<file path="config.mk">
export PLATFORM = sky130hd
export DESIGN_NAME = video_timing_gen
export DESIGN_NICKNAME = d
export VERILOG_FILES = /design/src/rtl/video_timing_pkg.sv /design/src/rtl/video_pixel_strobe.sv /design/src/rtl/video_timing_gen.sv
export SDC_FILE = /design/constraint.sdc
export NUM_CORES = 1
export LEC_CHECK = 0
export ABC_CLOCK_PERIOD_IN_PS = 16100
export BUFFER_PORTS_ARGS = -buffer_cell sky130_fd_sc_hd__buf_2
export CORE_MARGIN = 2
export CORE_UTILIZATION = 50
export CTS_CLUSTER_DIAMETER = 200
export DETAILED_ROUTE_END_ITERATION = 10
export GPL_TIMING_DRIVEN = 0
export PLACE_DENSITY = 0.79
export SYNTH_ARGS = -nofsm -noshare
export SYNTH_HDL_FRONTEND = slang
export SYNTH_SLANG_ARGS = --single-unit
</file>
<file path="constraint.sdc">
create_clock -name clk -period 16.1 [get_ports clk]
set_clock_uncertainty 0.2 [all_clocks]
set_input_delay 3.22 -clock clk [delete_from_list [all_inputs] [get_ports clk]]
set_output_delay 3.22 -clock clk [all_outputs]
set_load 0.02 [all_outputs]
</file>
<file path="src/rtl/video_timing_pkg.sv">
// Shared types for the programmable raster timing generator: timing set, reset set, load check.
package video_timing_pkg;
  localparam int VTG_XW = 13;
  localparam int VTG_YW = 10;
  localparam int VTG_DW = 3;

  typedef struct packed {
    logic [VTG_XW-1:0] h_total;
    logic [VTG_XW-1:0] h_start;
    logic [VTG_XW-1:0] h_active;
    logic [VTG_XW-1:0] h_sync;
    logic [VTG_YW-1:0] v_total;
    logic [VTG_YW-1:0] v_start;
    logic [VTG_YW-1:0] v_active;
    logic [VTG_YW-1:0] v_sync;
    logic              interlace;
    logic [VTG_DW-1:0] pix_div;
  } timing_cfg_t;

  localparam timing_cfg_t CFG_RESET = '{
    h_total:  VTG_XW'(120), h_start:  VTG_XW'(20), h_active: VTG_XW'(96), h_sync: VTG_XW'(9),
    v_total:  VTG_YW'(262), v_start:  VTG_YW'(18), v_active: VTG_YW'(240), v_sync: VTG_YW'(3),
    interlace: 1'b0, pix_div: VTG_DW'(1)
  };

  // Sums are one bit wider so max-size fields cannot wrap and pass the check.
  function automatic logic cfg_valid(input timing_cfg_t c);
    logic [VTG_XW:0] h_end;
    logic [VTG_YW:0] v_end;
    h_end = {1'b0, c.h_start} + {1'b0, c.h_active};
    v_end = {1'b0, c.v_start} + {1'b0, c.v_active};
    return (c.h_total >= VTG_XW'(2)) && (c.v_total >= VTG_YW'(2)) &&
           (h_end <= {1'b0, c.h_total}) && (v_end <= {1'b0, c.v_total}) &&
           (c.h_sync < c.h_total);
  endfunction
endpackage

</file>
<file path="src/rtl/video_pixel_strobe.sv">
// Pixel clock divider: restarts at the active start column, emits new_pixel and the pixel index.
module video_pixel_strobe
  import video_timing_pkg::*;
#(
  parameter int XW = VTG_XW,
  parameter int DW = VTG_DW
) (
  input  logic          clk,
  input  logic          reset,
  input  logic [XW-1:0] next_x,
  input  logic [XW-1:0] h_start,
  input  logic [DW-1:0] pix_div,
  input  logic          active_next,
  output logic          new_pixel,
  output logic [XW-1:0] pixel_x
);
  logic [DW-1:0] div_q, div_d;
  logic          np_q;
  logic [XW-1:0] px_q;
  logic          line_start;

  assign line_start = (next_x == h_start);

  // >= rather than == so a divider left above a freshly applied smaller pix_div still wraps.
  always_comb begin
    div_d = div_q + 1'b1;
    if (line_start || div_q >= pix_div) div_d = '0;
  end

  always_ff @(posedge clk or posedge reset) begin
    if (reset) begin
      div_q <= '0;
      np_q  <= 1'b0;
      px_q  <= '0;
    end else begin
      div_q <= div_d;
      np_q  <= active_next && (div_d == pix_div);
      if (line_start) px_q <= '0;
      else if (np_q)  px_q <= px_q + 1'b1;
    end
  end

  assign new_pixel = np_q;
  assign pixel_x   = px_q;
endmodule

</file>
<file path="src/rtl/video_timing_gen.sv">
// Programmable raster timing generator with double-buffered timing set applied at frame start.
// Optional line-compare strobe enabled by defining VTG_LINE_IRQ_EN.
module video_timing_gen
  import video_timing_pkg::*;
#(
  parameter int XW = VTG_XW,
  parameter int YW = VTG_YW,
  parameter int DW = VTG_DW
) (
  input  logic          clk,
  input  logic          reset,
  input  logic          cfg_load,
  input  logic [XW-1:0] cfg_h_total,
  input  logic [XW-1:0] cfg_h_start,
  input  logic [XW-1:0] cfg_h_active,
  input  logic [XW-1:0] cfg_h_sync,
  input  logic [YW-1:0] cfg_v_total,
  input  logic [YW-1:0] cfg_v_start,
  input  logic [YW-1:0] cfg_v_active,
  input  logic [YW-1:0] cfg_v_sync,
  input  logic          cfg_interlace,
  input  logic [DW-1:0] cfg_pix_div,
  input  logic [YW-1:0] cfg_irq_line,
  output logic          cfg_pending,
  output logic          cfg_err,
  output logic [XW-1:0] video_x,
  output logic [YW-1:0] video_y,
  output logic          parity,
  output logic          hsync,
  output logic          vsync,
  output logic          hblank,
  output logic          vblank,
  output logic          new_line,
  output logic          new_frame,
  output logic          new_pixel,
  output logic [XW-1:0] pixel_x,
  output logic          line_irq
);
  timing_cfg_t   act_q, shadow_q, cfg_in, nact;
  logic          pending_q, err_q, par_q, npar, apply, cfg_ok;
  logic [XW-1:0] x_q, nx, h_half;
  logic [YW-1:0] y_q, ny;
  logic [YW:0]   flen, v_end;
  logic [XW:0]   h_end;
  logic          hs_q, vs_q, hb_q, vb_q, nl_q, nf_q;
  logic          nhs, nvs, nhb, nvb, vs_after, vs_before;

  always_comb begin
    cfg_in.h_total   = cfg_h_total;
    cfg_in.h_start   = cfg_h_start;
    cfg_in.h_active  = cfg_h_active;
    cfg_in.h_sync    = cfg_h_sync;
    cfg_in.v_total   = cfg_v_total;
    cfg_in.v_start   = cfg_v_start;
    cfg_in.v_active  = cfg_v_active;
    cfg_in.v_sync    = cfg_v_sync;
    cfg_in.interlace = cfg_interlace;
    cfg_in.pix_div   = cfg_pix_div;
  end

  assign cfg_ok = cfg_valid(cfg_in);

  // Even interlaced field carries the extra line; a pending set only lands on an odd/progressive field.
  always_comb begin
    nx    = x_q + 1'b1;
    ny    = y_q;
    npar  = par_q;
    apply = 1'b0;
    nact  = act_q;
    flen  = {1'b0, act_q.v_total} + {{YW{1'b0}}, act_q.interlace & ~par_q};
    if ({1'b0, x_q} == {1'b0, act_q.h_total} - 1'b1) begin
      nx = '0;
      if ({1'b0, y_q} == flen - 1'b1) begin
        ny    = '0;
        apply = pending_q & (~act_q.interlace | ~par_q);
        npar  = apply | (act_q.interlace ? ~par_q : 1'b1);
        if (apply) nact = shadow_q;
      end else begin
        ny = y_q + 1'b1;
      end
    end
  end

  // Decode from next position and next set so the registered outputs line up with video_x/y.
  always_comb begin
    h_end     = {1'b0, nact.h_start} + {1'b0, nact.h_active};
    v_end     = {1'b0, nact.v_start} + {1'b0, nact.v_active};
    h_half    = nact.h_total >> 1;
    nhs       = nx < nact.h_sync;
    nhb       = !((nx >= nact.h_start) && ({1'b0, nx} < h_end));
    nvb       = !((ny >= nact.v_start) && ({1'b0, ny} < v_end));
    vs_after  = (ny != '0) || (nx >= h_half);
    vs_before = (ny < nact.v_sync) || ((ny == nact.v_sync) && (nx < h_half));
    nvs       = (nact.interlace && !npar) ? (vs_after && vs_before) : (ny < nact.v_sync);
  end

  always_ff @(posedge clk or posedge reset) begin
    if (reset) begin
      x_q       <= '0;
      y_q       <= '0;
      par_q     <= 1'b1;
      act_q     <= CFG_RESET;
      shadow_q  <= CFG_RESET;
      pending_q <= 1'b0;
      err_q     <= 1'b0;
      hs_q      <= 1'b1;
      vs_q      <= 1'b1;
      hb_q      <= 1'b1;
      vb_q      <= 1'b1;
      nl_q      <= 1'b0;
      nf_q      <= 1'b0;
    end else begin
      x_q   <= nx;
      y_q   <= ny;
      par_q <= npar;
      act_q <= nact;
      if (apply) pending_q <= 1'b0;
      // A load on the apply edge lands after the old shadow was consumed.
      if (cfg_load && cfg_ok) begin
        shadow_q  <= cfg_in;
        pending_q <= 1'b1;
      end
      err_q <= cfg_load & ~cfg_ok;
      hs_q  <= nhs;
      vs_q  <= nvs;
      hb_q  <= nhb;
      vb_q  <= nvb;
      nl_q  <= (nx == '0);
      nf_q  <= (nx == '0) && (ny == '0);
    end
  end

  video_pixel_strobe #(.XW(XW), .DW(DW)) u_pix (
    .clk         (clk),
    .reset       (reset),
    .next_x      (nx),
    .h_start     (nact.h_start),
    .pix_div     (nact.pix_div),
    .active_next (~nhb & ~nvb),
    .new_pixel   (new_pixel),
    .pixel_x     (pixel_x)
  );

`ifdef VTG_LINE_IRQ_EN
  logic irq_q;
  always_ff @(posedge clk or posedge reset) begin
    if (reset) irq_q <= 1'b0;
    else       irq_q <= (nx == '0) && (ny == cfg_irq_line);
  end
  assign line_irq = irq_q;
`else
  logic unused_irq_line;
  assign unused_irq_line = ^cfg_irq_line;
  assign line_irq        = 1'b0;
`endif

  assign cfg_pending = pending_q;
  assign cfg_err     = err_q;
  assign video_x     = x_q;
  assign video_y     = y_q;
  assign parity      = par_q;
  assign hsync       = hs_q;
  assign vsync       = vs_q;
  assign hblank      = hb_q;
  assign vblank      = vb_q;
  assign new_line    = nl_q;
  assign new_frame   = nf_q;
endmodule

</file>
==> reports/results.tsv, run 1 <==
stage	metric	value	unit
global_route	use_met1	32.5	%
floorplanning	die_w	177	um
global_route	busiest_layer	met2	
clocking	numCtsBuffers	28	
timing	setup_ws	7.34	ns
drt	drc	0	
logic_synthesis	synth_warnings	0	
final_layout	syn_to_final_growth	14.9	%
pwr	total_power	1710	uW
clocking	clkLatencyLatePin	0.56	ns
flow_run	max_cap_violations	0	
drt	vias	11500	
placed_design	dpl.hpwl	30200	um
final_layout	stdcell_area	17300	sq um
global_route	grt_pass1_wl	61100	um
worst_setup_path	cp-end-kind	flop	
global_route	grt_pass1_vias	11600	
drt	wl	39000	um
global_route	grt_util_met2	40.5	%
floorplanning	die_y	177	um
worst_setup_path	critPathMaxFanout	10	
drt	wl_per_cell	19.7	um
clocking	cts_resized	0	
clocking	htreeDepth	1	
timing	setup_tns	0	ns
logic_synthesis	synthCells	1390	
global_route	grt_max_degree	106	
logic_synthesis	syn-cell-area	15000	sq um
pwr	irDropWorstVdd	75.2	uV
clocking	hold_buffers	0	
worst_setup_path	arrival	8.99	ns
clocking	root_buffer	clkbuf_16	
worst_setup_path	crit_chain	buf_2, ha_1, fa_1, a21o_1, a21oi_1, o21bai_1, a21oi_1, nor2b_1, o21a_1, o31a_1, o41ai_1, xnor2_1, ha_1, nand4_1, nor4_1, o2111a_1, o41ai_1, a211oi_1, nand4_1, clkbuf_1, clkbuf_1, mux2_2	
timing	rsz0062_at_grt	false	
floorplanning	rows	63	
logic_synthesis	ys_top_cells_by_area	dfrtp_1, ha_1, mux2_2	
final_layout	layout_common_cells	dfrtp_1, ha_1, buf_2, mux2_2, inv_1	
floorplanning	core	29600	sq um
pwr	leakage	0.00848	uW
logic_synthesis	synth_top_area_share	32.0	%
clocking	cts_tree	yes	
timing	period_share	54.4	%
hold_path	hold_class	flop to flop	
global_route	overflow	0	
final_layout	nNetsFinal	1849	
drt	drt.antenna.violating_nets	0	
placed_design	io_buffers	144	
timing	setup-violations-final	0	
clocking	path_clk_slew	0.06	ns
logic_synthesis	ys_ff_latch	241	
drt	viasPerCell	5.80	
worst_setup_path	crit_family	compound AO/OA/AOI/OAI gates	
global_route	grt_usage	24.8	%
timing	fmax	0.114	GHz
logic_synthesis	synth_area_per_cell	10.8	sq um
worst_setup_path	cp_slowest_stage_delay	0.52	ns
clocking	cts_setup_buffers	0	
global_route	grt_util_met3	3.45	%
logic_synthesis	syn-num-nets	1672	
worst_setup_path	cp-start-kind	primary input	
worst_setup_path	slowest_stage	nor4_1	
timing	period_needed	8.76	ns
logic_synthesis	synth-seq-area-share	40.6	%
logic_synthesis	synth_ff_type	dfrtp_1	
timing	maxSlewViolCount	0	
placed_design	place_area	16300	sq um
logic_synthesis	synth_largest_area_cell	dfrtp_1	
worst_setup_path	cp.required	16.33	ns
drt	firstDrtPassIters	5	
final_layout	layout-drive-gt1-share	26.8	%
floorplanning	start_util	50.7	%
placed_design	gp_congestion	0.878	
logic_synthesis	synth-async-reset-ratio	100	%
timing	slew_headroom	4.30	%
clocking	clock_path_buffers	3	
worst_setup_path	cp_num_buf_inv	3	
global_route	antenna_found_initial	3	
drt	drt_iter0_markers	644	
floorplanning	die-area	31400	sq um
clocking	cts_sinks	241	
floorplanning	top_level_ports	156	
timing	worst_pin_slew	1.42	ns
timing	finalHoldViolCount	0	
placed_design	dp_slack	6.85	ns
pwr	p_per_area	99.1	nW/um^2
logic_synthesis	synth.distinct_cells	78	
final_layout	final_common_cell	dfrtp_1	
worst_setup_path	critPathKind	primary input to flop	
outcome	status	completed	
logic_synthesis	synth_edf_count	0	
cell families after synthesis:
| kind of cell | count (synthesis) | synth area share [%] |
|---|---|---|
| other | 1 | 0.0250 |
| AND/OR/NAND/NOR | 298 | 10.8 |
| adder cells (fa/ha/maj) | 173 | 14.6 |
| multiplexers | 187 | 13.6 |
| buffers and inverters | 160 | 4.30 |
| XOR/XNOR | 86 | 5.01 |
| flip-flops | 241 | 40.6 |
| AO/OA/AOI/OAI | 244 | 11.1 |
layer usage:
metal	wire, um	part of all wire (%)
met5	7	0.018
met4	1930	5.0
met3	2180	5.6
met2	17900	46
met1	16900	43
synth_stat cells, drive strengths merged, types with 20 or more instances:
cell / n
a21o: 32
a21oi: 63
clkbuf: 24
dfrtp: 192
dfstp: 49
ha: 169
inv: 123
mux2: 139
mux2i: 48
nand2: 49
nand3: 33
nand4: 26
nor2: 61
nor3: 26
nor4: 20
o21ai: 51
xnor2: 54
xor2: 32
final cells by class:
class,count,area (sq um)
diodes,2,5.00
plain buffers,37,184
clock buffers,39,772
clock inverters,13,170
fillers,2451,12400
inverters,123,469
multi-input cells,989,8290
flip-flops and latches,241,6090
well taps,390,488
repair buffers,147,783
per-stage QoR:
stage / hold slack, ns / std cells / util, %
6_report: 0.290 / 1981 / 58.2
3_5_place_dp: 0.281 / 1927 / 55.0
4_1_cts: 0.295 / 1979 / 58.2
5_1_grt: 0.309 / 1980 / 58.2
3_3_place_gp: 0.271 / 1924 / 54.8
2_1_floorplan: 0.244 / 1390 / -
worst register-to-register path, delay by kind of cell (launching register included):
| family | cells | cell delay, ns |
|---|---|---|
| AO/OA/AOI/OAI | 13 | 3.43 |
| AND/OR/NAND/NOR | 8 | 2.03 |
| adder cells (fa/ha/maj) | 5 | 1.33 |
| flip-flops | 1 | 0.55 |
| buffers and inverters | 1 | 0.44 |
| multiplexers | 1 | 0.40 |
| XOR/XNOR | 1 | 0.16 |
where the power goes:
part | leakage [uW] | switching [uW] | internal, uW
sequential | 0.00303 | 66.8 | 746
clock | 0.000450 | 262 | 385
combinational | 0.00500 | 109 | 141
final timing paths:
| kind | startpoint | end | cells past startpoint | slack [ns] |
|---|---|---|---|---|
| worst min register to register | act_q[7] | act_q[7] | 2 | 0.29 |
| worst max-delay path | cfg_h_start[0] | shadow_q[17] | 22 | 7.34 |
| max in group asynchronous | reset | shadow_q[28] | 4 | 11.99 |
| worst min-delay path | act_q[7] | act_q[7] | 2 | 0.29 |
| min in group asynchronous | reset | u_pix.pixel_x[6] | 2 | 2.45 |
| worst max register to register | parity | u_pix.new_pixel | 29 | 7.51 |
flip-flops by register name, indices dropped and copies added, names as in the netlist:
signal,cells
act_q,96
cfg_err,1
cfg_pending,1
hblank,1
hsync,1
new_frame,1
new_line,1
parity,1
shadow_q,96
u_pix.div_q,3
u_pix.new_pixel,1
u_pix.pixel_x,13
vblank,1
video_x,13
video_y,10
vsync,1
No activity file was read; power rests on OpenSTA's default activity.
==> inputs of run 2 (changes only) <==
--- a/config.mk
+++ b/config.mk
@@ -5,14 +5,14 @@
 export SDC_FILE = /design/constraint.sdc
 export NUM_CORES = 1
 export LEC_CHECK = 0
-export ABC_CLOCK_PERIOD_IN_PS = 16100
+export ABC_CLOCK_PERIOD_IN_PS = 7800
 export BUFFER_PORTS_ARGS = -buffer_cell sky130_fd_sc_hd__buf_2
 export CORE_MARGIN = 2
 export CORE_UTILIZATION = 50
 export CTS_CLUSTER_DIAMETER = 200
 export DETAILED_ROUTE_END_ITERATION = 10
 export GPL_TIMING_DRIVEN = 0
-export PLACE_DENSITY = 0.79
+export PLACE_DENSITY = 0.82
 export SYNTH_ARGS = -nofsm -noshare
 export SYNTH_HDL_FRONTEND = slang
 export SYNTH_SLANG_ARGS = --single-unit
==> constraint.sdc (replaced) <==
create_clock -name clk -period 7.8 [get_ports clk]
set_clock_uncertainty 0.2 [all_clocks]
set_input_delay 1.56 -clock clk [delete_from_list [all_inputs] [get_ports clk]]
set_output_delay 1.56 -clock clk [all_outputs]
set_load 0.02 [all_outputs]
==> run 2 against run 1 <==
  * Non-clock buffer count increased by 10
  * Critical path type is now flop to flop
  * Sequential share of layout area decreased by 0.17 points
  * Hold slack improved by 0.0071 ns
  * Cell count increased by 0.40%
  * Clock power increased by 92%
  * Sequential power increased by 110%
  * Largest cell class unchanged
  * Highest routed layer unchanged
  * Sequential cell count unchanged
  * Wire length increased by 1.4%
  * Power increased by 100%
==> reports/results.tsv, run 2 (synthesis gave the netlist of run 1 again) <==
stage	metric	value	unit
final_layout	reg.largest.list	act_q: 96 flops, shadow_q: 96 flops	
worst_setup_path	slowest_stage	dfstp_2	
global_route	grt_max_degree	44	
placed_design	dpl.hpwl	30500	um
hold_path	min_from	act_q[50]	
timing	maxSlewViolCount	0	
clocking	htreeDepth	1	
floorplanning	core	29600	sq um
worst_setup_path	cp.required	8.07	ns
timing	rsz0062_at_grt	false	
drt	wl_per_cell	19.9	um
floorplanning	die_w	177	um
floorplanning	die-area	31400	sq um
hold_path	holdPathEnd	act_q[50]	
timing	setup-violations-final	0	
pwr	pwr-share-seq	48.9	%
global_route	grt_pass1_wl	62600	um
worst_setup_path	critPathKind	flop to flop	
worst_setup_path	timing.rr.end	u_pix.new_pixel	
timing	period_share	94.6	%
global_route	grt_usage	25.3	%
clocking	cts_sinks	241	
final_layout	final_common_cell	dfrtp_1	
clocking	hold_buffers	0	
drt	drt_iter0_markers	702	
final_layout	final_util	58.5	%
drt	vias	11700	
hold_path	hold_depth	2	
worst_setup_path	cp-start-kind	flop	
pwr	p_per_area	199	nW/um^2
drt	drc	0	
clocking	clock_path_buffers	3	
clocking	root_buffer	clkbuf_16	
worst_setup_path	crit_start	parity	
floorplanning	start_util	50.7	%
final_layout	syn_to_final_growth	15.4	%
clocking	path_clk_slew	0.06	ns
worst_setup_path	r2r-start	parity	
flow_run	max_cap_violations	0	
floorplanning	top_level_ports	156	
drt	viasPerCell	5.89	
worst_setup_path	cp-end-kind	flop	
outcome	status	completed	
timing	finalHoldViolCount	0	
timing	worst_pin_slew	1.23	ns
final_layout	layout-drive-gt1-share	27.8	%
pwr	p_sw_share	26.0	%
global_route	grt_pass1_vias	12100	
pwr	clkPwrFrac	35.9	%
drt	firstDrtPassIters	5	
pwr	irDropWorstVdd	166	uV
floorplanning	die_y	177	um
pwr	p_int	2550	uW
timing	slew_headroom	17.2	%
hold_path	hold_class	flop to flop	
clocking	cts_tree	yes	
placed_design	gp_congestion	0.909	
pwr	leakage	0.00852	uW
timing	period_needed	7.38	ns
pwr	total_power	3440	uW
floorplanning	rows	63	
final_layout	nNetsFinal	1858	
global_route	antenna_found_initial	6	
pwr	p_switching	895	uW
timing	fmax	0.135	GHz
pwr	pwr-share-comb	15.2	%
worst_setup_path	arrival	7.65	ns
worst_setup_path	critPathMaxFanout	10	
worst_setup_path	reg2regPathDepth	30	
drt	wl	39500	um
worst_setup_path	rrSetupSlack	0.42	ns
drt	drt.antenna.violating_nets	0	
worst_setup_path	cp_slowest_stage_delay	0.54	ns
placed_design	io_buffers	144	
final_layout	layout_common_cells	dfrtp_1, ha_1, buf_2, mux2_2, inv_1	
clocking	numCtsBuffers	27	
global_route	overflow	0	
clocking	clkLatencyLatePin	0.56	ns
[run 2: stage by stage]
| step | worst slack (ns) | hold WS [ns] | instances | instance area [sq um] | TNS (ns) |
|---|---|---|---|---|---|
| 6_report | 0.419 | 0.297 | 1989 | 17300 | 0 |
| 5_1_grt | 0.00631 | 0.314 | 1987 | 17300 | 0 |
| 4_1_cts | 0.0415 | 0.297 | 1985 | 17300 | 0 |
| 3_5_place_dp | -0.567 | 0.279 | 1930 | 16300 | -0.867 |
| 3_3_place_gp | -0.494 | 0.270 | 1924 | 16200 | -0.718 |
| 2_1_floorplan | 0.852 | 0.244 | 1390 | 15000 | 0 |
[run 2: worst max path at each step]
stage / to / slack (ns) / cells past startpoint
6_report: u_pix.new_pixel / 0.42 / 30
4_1_cts: u_pix.new_pixel / 0.04 / 30
3_3_place_gp: u_pix.new_pixel / -0.49 / 29
2_1_floorplan: u_pix.new_pixel / 0.85 / 29
5_1_grt: u_pix.new_pixel / 0.006 / 30
3_5_place_dp: u_pix.new_pixel / -0.57 / 29
[run 2: critical path, delay by kind of cell, from the launching register on]
kind                       cells  cell delay (ns)
xor gates and xnor gates       1             0.15
AOI/OAI and AO/OA             13             2.62
muxes                          1             0.37
DFF                            1             0.54
adders and majority gates      5             1.34
and+or+nand+nor                8             1.72
buffers and inverters          2             0.38
[run 2: final cells by class]
| type | instances | area [sq um] |
|---|---|---|
| clock buffers | 39 | 761 |
| diodes | 2 | 5.00 |
| plain buffers | 37 | 196 |
| flip-flops and latches | 241 | 6090 |
| repair buffers | 157 | 881 |
| well taps | 390 | 488 |
| clock inverters | 11 | 97.6 |
| fillers | 2395 | 12300 |
| inverters | 123 | 465 |
| multi-input cells | 989 | 8350 |
[run 2: what timing repair did]
| action | 4_1_cts | 5_1_grt |
|---|---|---|
| cloned | 0 | 0 |
| setup endpoints to repair | 2 | 2 |
| gates resized for setup | 7 | 12 |
| buffers inserted | 5 | 2 |
| pin swaps | 3 | 5 |
[run 2: power by group through the flow]
stage / Combinational [uW] / Clock (uW) / Sequential (uW)
floorplan: 390 / 0 / 1640
global placement: 486 / 0 / 1680
detailed placement: 521 / 0 / 1700
CTS: 526 / 1250 / 1680
global route: 573 / 1300 / 1710
finish: 524 / 1240 / 1680
[run 2: routing by layer]
layer,track usage (%),part of all wire [%],up-vias
li1,-,-,5396
met1,32.0,40,5709
met2,41.9,46,463
met3,4.76,7.7,145
met4,12.1,5.4,8
met5,0,0.14,-
